`src/rtl/uncached_dbus_bridge_pkg.sv`:
```
// Shared bus types for the uncached data path, plus the bridge's own FSM state.
// The dbus side is the MMU-translated request; the cbus side goes to the memory arbiter.
package uncached_dbus_bridge_pkg;

  typedef logic [31:0] addr_t;
  typedef logic [31:0] word_t;
  typedef logic [3:0]  strobe_t;
  typedef logic [2:0]  msize_t;
  typedef logic [3:0]  mlen_t;

  localparam msize_t MSIZE1 = 3'd0;
  localparam msize_t MSIZE2 = 3'd1;
  localparam msize_t MSIZE4 = 3'd2;

  // cbus length field is beats minus one
  localparam mlen_t MLEN1 = 4'd0;

  typedef struct packed {
    logic    valid;
    addr_t   addr;
    msize_t  size;
    strobe_t strobe;
    word_t   data;
  } dbus_req_t;

  typedef struct packed {
    logic  addr_ok;
    logic  data_ok;
    word_t data;
  } dbus_resp_t;

  typedef struct packed {
    logic    valid;
    logic    is_write;
    msize_t  size;
    addr_t   addr;
    strobe_t strobe;
    word_t   data;
    mlen_t   len;
  } cbus_req_t;

  typedef struct packed {
    logic  ready;
    logic  last;
    word_t data;
  } cbus_resp_t;

  typedef enum logic [1:0] {
    UCBR_IDLE  = 2'd0,
    UCBR_WRITE = 2'd1,
    UCBR_READ  = 2'd2,
    UCBR_RESP  = 2'd3
  } ucbr_state_t;

endpackage

```
`src/rtl/uncached_dbus_bridge.sv`:
```
// Uncached data-bus responder: turns one accepted dbus request into a single-beat
// cbus transaction, with an optional posted (early data_ok) write.
module uncached_dbus_bridge
  import uncached_dbus_bridge_pkg::*;
#(
  parameter bit POSTED_WRITE = 1'b1
) (
  input  logic       clk,
  input  logic       resetn,
  input  dbus_req_t  dreq,
  input  logic       nocache,
  output dbus_resp_t dresp,
  output cbus_req_t  creq,
  input  cbus_resp_t cresp,
  output logic       busy
);

  ucbr_state_t state_reg;
  ucbr_state_t state_next;

  addr_t   addr_reg;
  msize_t  size_reg;
  strobe_t strobe_reg;
  word_t   data_reg;
  word_t   rdata_reg;
  logic    data_ok_reg;

  logic accept;
  logic is_store;
  logic bus_done;

  assign accept   = (state_reg == UCBR_IDLE) & dreq.valid & nocache;
  assign is_store = |dreq.strobe;
  assign bus_done = cresp.ready & cresp.last;

  always_comb begin
    state_next = state_reg;
    case (state_reg)
      UCBR_IDLE:  if (accept) state_next = is_store ? UCBR_WRITE : UCBR_READ;
      UCBR_WRITE: if (bus_done) state_next = UCBR_IDLE;
      UCBR_READ:  if (bus_done) state_next = UCBR_RESP;
      UCBR_RESP:  state_next = UCBR_IDLE;
      default:    state_next = UCBR_IDLE;
    endcase
  end

  always_ff @(posedge clk or negedge resetn) begin
    if (!resetn) begin
      state_reg   <= UCBR_IDLE;
      addr_reg    <= '0;
      size_reg    <= '0;
      strobe_reg  <= '0;
      data_reg    <= '0;
      rdata_reg   <= '0;
      data_ok_reg <= 1'b0;
    end else begin
      state_reg <= state_next;
      if (accept) begin
        addr_reg   <= dreq.addr;
        size_reg   <= dreq.size;
        strobe_reg <= dreq.strobe;
        data_reg   <= dreq.data;
      end
      if ((state_reg == UCBR_READ) && bus_done) begin
        rdata_reg <= cresp.data;
      end
      // Posted stores acknowledge on acceptance; otherwise wait for the bus beat.
      data_ok_reg <= POSTED_WRITE ? (accept & is_store)
                                  : ((state_reg == UCBR_WRITE) & bus_done);
    end
  end

  always_comb begin
    creq          = '0;
    creq.valid    = (state_reg == UCBR_WRITE) | (state_reg == UCBR_READ);
    creq.is_write = (state_reg == UCBR_WRITE);
    creq.size     = size_reg;
    creq.addr     = addr_reg;
    creq.strobe   = (state_reg == UCBR_WRITE) ? strobe_reg : '0;
    creq.data     = data_reg;
    creq.len      = MLEN1;
  end

  always_comb begin
    dresp         = '0;
    dresp.addr_ok = accept;
    dresp.data_ok = data_ok_reg | (state_reg == UCBR_RESP);
    dresp.data    = rdata_reg;
  end

  assign busy = (state_reg != UCBR_IDLE);

endmodule

```
`config.mk`:
```
export PLATFORM = sky130hd
export DESIGN_NAME = uncached_dbus_bridge
export DESIGN_NICKNAME = d
export VERILOG_FILES = /design/src/rtl/uncached_dbus_bridge_pkg.sv /design/src/rtl/uncached_dbus_bridge.sv
export SDC_FILE = /design/constraint.sdc
export NUM_CORES = 1
export LEC_CHECK = 0
export BUFFER_PORTS_ARGS = -buffer_cell sky130_fd_sc_hd__buf_2
export CAP_MARGIN = 5
export CORE_ASPECT_RATIO = 2
export CORE_UTILIZATION = 35
export CTS_CLUSTER_DIAMETER = 80
export DETAILED_ROUTE_END_ITERATION = 6
export SLEW_MARGIN = 20
export SYNTH_ARGS = -nofsm -noshare
export SYNTH_HDL_FRONTEND = slang
export SYNTH_SLANG_ARGS = --single-unit
export TNS_END_PERCENT = 20
```
`constraint.sdc`:
```
create_clock -name clk -period 3.09 [get_ports clk]
set_input_delay 0.7725 -clock clk [delete_from_list [all_inputs] [get_ports clk]]
set_output_delay 0.7725 -clock clk [all_outputs]
set_load 0.05 [all_outputs]
```
==> results.cfg, run 1 <==
[grt]
grt-ovfl-total = 0
antenna_found_initial = 0
grt_pass1_vias = 3091
grt_max_degree = 55
grt_use_total_pct = 15.8
grt_pass1_wl_mm = 14.8

[sta]
setup_viol = 0
tightest_slew_ns = 0.696
rsz0062_at_grt = no
fmax_ghz = 0.429
setup_tns_ns = 0
finClkSkew_ns = 0.0126
slew_headroom_pct = 53.6
finalCritPeriodShare_pct = 75.4
slew_violations = 0
worst_slack_ns = 0.759
hold_violations = 0
layout_min_cycle_time_ns = 2.33

[floorplan]
core_area_mm2 = 0.0114
die_w_um = 78.9
initial_utilization_pct = 36.2
io_pins = 221
die_h_um = 156
fp-row-count = 55
die_area_mm2 = 0.0123

[logic_synthesis]
syn_area_mm2 = 0.00414
ys_seq_area_share_pct = 64.1
yosysUniqueCellTypes = 19
ys_ff_latch = 106
ys_warn_count = 0
syn_inst = 251
syn_avg_cell_area_um2 = 16.5

[worst_setup_path]
critPathMaxFanout = 4
critPathRequiredTime_ns = 2.32
ff2ff_path_depth = 5
arrival_ns = 1.56
worst_setup_path_end_kind = primary output
crit_buf_inv = 3
r2r_start = state_reg[0]
max_stage_delay_ns = 0.42
cpLargestDelayFamily = buffers and inverters
cpMostUsedCell = inv_1
crit_type = reg2out
rrSetupSlack_ns = 1.18
cp-start-kind = flip-flop
path_cells = inv_1 -> ha_1 -> nand3_4 -> inv_1 -> buf_2
crit_path_top_delay_cell = dfrtp_1
rr_endpoint = addr_reg[26]

[placement]
port_buffers = 216
finalWeightedCongestion = 0.709
pre_cts_ws_ns = 1.00
hpwl_mm = 7.40
dp.cells = 601

[routing]
wl_mm = 9.54
ant_nets = 0
drc = 0
vias = 2853
drt_iter0_drc = 86
drt_first_pass_iters = 2
viasPerCell = 4.62
wire_per_inst_um = 15.5

[flow_run]
max_cap_violations = 0

[clock_tree]
cts_hold_buf = 0
cts_sinks = 106
numCtsBuffers = 9
cts_resized = 0
cts_setup_buffers = 0
clk_pin_slew_worst_paths_ns = 0.08
clock_latency_ns = 0.34
htreeDepth = 3
cts_root_buf = clkbuf_16
clk_path_buf_depth = 2
cts_tree = yes

[layout]
area_growth_syn_to_layout_pct = 35.4
final_common_cell = buf_2
nNetsFinal = 584
antennaDiodeCount = 0
layout.cells.non_filler = 617
postLayoutCoreUtil_pct = 49.1
drive_gt1_share_pct = 70.1
mostFrequentLayoutCells = 215 x buf_2, 106 x dfrtp_1, 96 x mux2_2

[min_path]
hold_path_class = in2async

[run_status]
status = completed
==> cells by family (layout without fill, tap and decap cells) <==
family / count (synthesis) / in the layout / synth area share, %
AO/OA/AOI/OAI: 3 / 3 / 0.453
adder cells (fa/ha/maj): 5 / 5 / 1.51
buffers and inverters: 19 / 240 / 3.26
flip-flops: 106 / 106 / 64.1
multiplexers: 106 / 106 / 28.8
other: 1 / 4 / 0.0906
AND/OR/NAND/NOR: 11 / 11 / 1.84
==> synth_stat cells <==
master     instances  area share, %
dfrtp_1          106             64
mux2_2            96             26
buf_4              8            1.5
mux2_1             8            2.2
ha_1               5            1.5
and2_1             4           0.60
buf_6              4            1.1
inv_1              4           0.36
buf_2              3           0.36
a21oi_1            2           0.24
mux2i_1            2           0.48
nor2_1             2           0.18
a2bb2oi_1          1           0.21
conb_1             1          0.091
nand2_1            1          0.091
nand3_2            1           0.24
nand3_4            1           0.42
nor4_1             1           0.15
or2_2              1           0.15
==> stage by stage <==
| step | hold slack [ns] | cell area [µm²] |
|---|---|---|
| 3_3_place_gp | 0.474 | 5340 |
| 6_report | 0.473 | 5610 |
| 4_1_cts | 0.494 | 5610 |
| 2_1_floorplan | 0.471 | 4150 |
| 5_1_grt | 0.509 | 5610 |
| 3_5_place_dp | 0.479 | 5340 |
==> layout make-up <==
type	count	area, µm²
fillers	1083	5820
flip-flops and latches	106	2650
multi-input cells	129	1360
repair buffers	220	1130
clock buffers	11	233
well taps	142	178
clock inverters	5	38.8
inverters	4	15.0
==> per-layer routing <==
metal	track usage (%)	vias up	part of all wire, %
met2	30.9	126	58
li1	-	1292	-
met1	14.9	1412	33
met5	0	-	0
met4	8.05	0	3.3
met3	3.33	23	5.7
==> worst reg2reg max path, cell delays in order (launching register included) <==
cell and delay [ns]:
dfrtp_1 0.41, inv_1 0.10, ha_1 0.27, nand3_4 0.10, buf_4 0.49, mux2_2 0.43
==> worst max path at each step <==
stage	from	end	cells past startpoint
floorplan	state_reg[1]	creq[36]	3
global placement	nocache	dresp[33]	4
detailed placement	nocache	dresp[33]	4
CTS	state_reg[0]	dresp[33]	5
global route	state_reg[0]	dresp[33]	5
finish	state_reg[0]	dresp[33]	5
Power of run 1 is left out: the tool's default activity adds up to more than one toggle a clock period on the data nets, which glitch-free logic cannot reach.
==> inputs of run 2 (changes only) <==
Settings changed: PLACE_DENSITY set to 0.67.
Clock period 3.09 ns to 2 ns, I/O delays scaled along.
==> results.cfg, run 2 (synthesized netlist as in run 1, its figures left out) <==
[flow_run]
max_cap_violations = 0

[clock_tree]
cts_root_buf = clkbuf_16
clock_latency_ns = 0.33
cts_tree = yes
cts_setup_buffers = 0
htreeDepth = 3
cts_sinks = 106
numCtsBuffers = 9
clk_pin_slew_worst_paths_ns = 0.07
clk_path_buf_depth = 2

[sta]
slew_violations = 0
setup_tns_ns = 0
finalCritPeriodShare_pct = 98.0
fmax_ghz = 0.510
finClkSkew_ns = 0.00858
hold_violations = 0
layout_min_cycle_time_ns = 1.96
rsz0062_at_grt = yes
setup_viol = 0

[layout]
nNetsFinal = 586
drive_gt1_share_pct = 71.1
fill_cells = 1040
final_common_cell = buf_2
mostFrequentLayoutCells = 210 x buf_2, 106 x dfrtp_1, 96 x mux2_2
layout.cells.non_filler = 619
antennaDiodeCount = 0
area_growth_syn_to_layout_pct = 37.3

[worst_setup_path]
crit_type = reg2out
critPathRequiredTime_ns = 1.50
worst_setup_path_end_kind = primary output
max_stage_delay_ns = 0.41
cp-start-kind = flip-flop
path_cells = ha_1 -> or2_2 -> buf_2
crit_path_top_delay_cell = dfrtp_1
critPathMaxFanout = 4
arrival_ns = 1.46

[floorplan]
die_h_um = 156
io_pins = 221
die_area_mm2 = 0.0123
core_area_mm2 = 0.0114
initial_utilization_pct = 36.2
die_w_um = 78.9
fp-row-count = 55

[placement]
port_buffers = 216
hpwl_mm = 7.13
dp.cells = 603
finalWeightedCongestion = 0.749

[routing]
ant_nets = 0
drt_iter0_drc = 84
viasPerCell = 4.57
drc = 0
drt_first_pass_iters = 3
vias = 2831
wire_per_inst_um = 14.6
wl_mm = 9.05

[grt]
grt_pass1_wl_mm = 14.4
grt-ovfl-total = 0
antenna_found_initial = 0
grt_max_degree = 73
grt_use_total_pct = 15.2
grt_pass1_vias = 3041

[run_status]
status = completed

[min_path]
hold_path_class = in2async
==> run 2: cell count changes in the layout (fill, tap and decap cells not counted), moves of 2 or more <==
| cell | previous run | this run |
|---|---|---|
| buf_2 | 215 | 210 |
| buf_4 | 4 | 9 |
| buf_12 | 1 | 3 |
| clkbuf_8 | 0 | 2 |
| ha_1 | 5 | 3 |
| ha_2 | 0 | 2 |
==> run 2: path summary, 6_finish.rpt <==
kind,start,to,slack [ns],cells past startpoint
min reg2reg,rdata_reg[4],rdata_reg[4],0.49,1
max in group asynchronous,resetn,rdata_reg[19],1.33,2
min,resetn,addr_reg[4],0.06,1
min in group clk,dreq[43],addr_reg[4],0.38,2
max,state_reg[0],dresp[32],0.04,3
max reg2reg,state_reg[0],rdata_reg[16],0.30,5
==> run 2: stage by stage <==
step	cell area, µm²	setup WS (ns)	hold WS, ns	utilization [%]
final	5690	0.0398	0.0607	49.8
after global routing	5690	-0.0546	0.0787	49.8
after CTS	5680	0.00366	0.0611	49.7
after detailed placement	5380	0.289	0.431	47.1
after global placement	5380	0.350	0.429	47.1
after floorplan	4150	-0.0138	0.204	-
==> run 2: area by class of cell <==
type / count / area, µm² / area share (%)
well taps: 142 / 178 / 3.12
clock buffers: 12 / 256 / 4.51
inverters: 4 / 15.0 / 0.264
multi-input cells: 129 / 1370 / 24.1
clock inverters: 4 / 35.0 / 0.616
repair buffers: 222 / 1180 / 20.7
flip-flops and latches: 106 / 2650 / 46.7
==> run 2: timing repair <==
| item | 4_1_cts | 5_1_grt |
|---|---|---|
| setup endpoints to repair | 5 | 7 |
| gates resized for setup | 6 | 1 |
| hold buffers | 0 | 0 |
==> run 2: routing by layer <==
layer	up-vias	share of wire, %	global-route usage (%)
met5	-	0	0
met1	1368	31	14.7
met4	0	2.5	6.49
met3	17	7.6	3.74
met2	140	58	29.4
li1	1306	-	-
==> run 2: critical path, delay by kind of cell, from the launching register on <==
kind,cells,cell delay (ns)
flops,1,0.41
simple gates,1,0.29
fa+ha+maj,1,0.21
buf+inv,1,0.21
Power of run 2 is left out for the same reason.
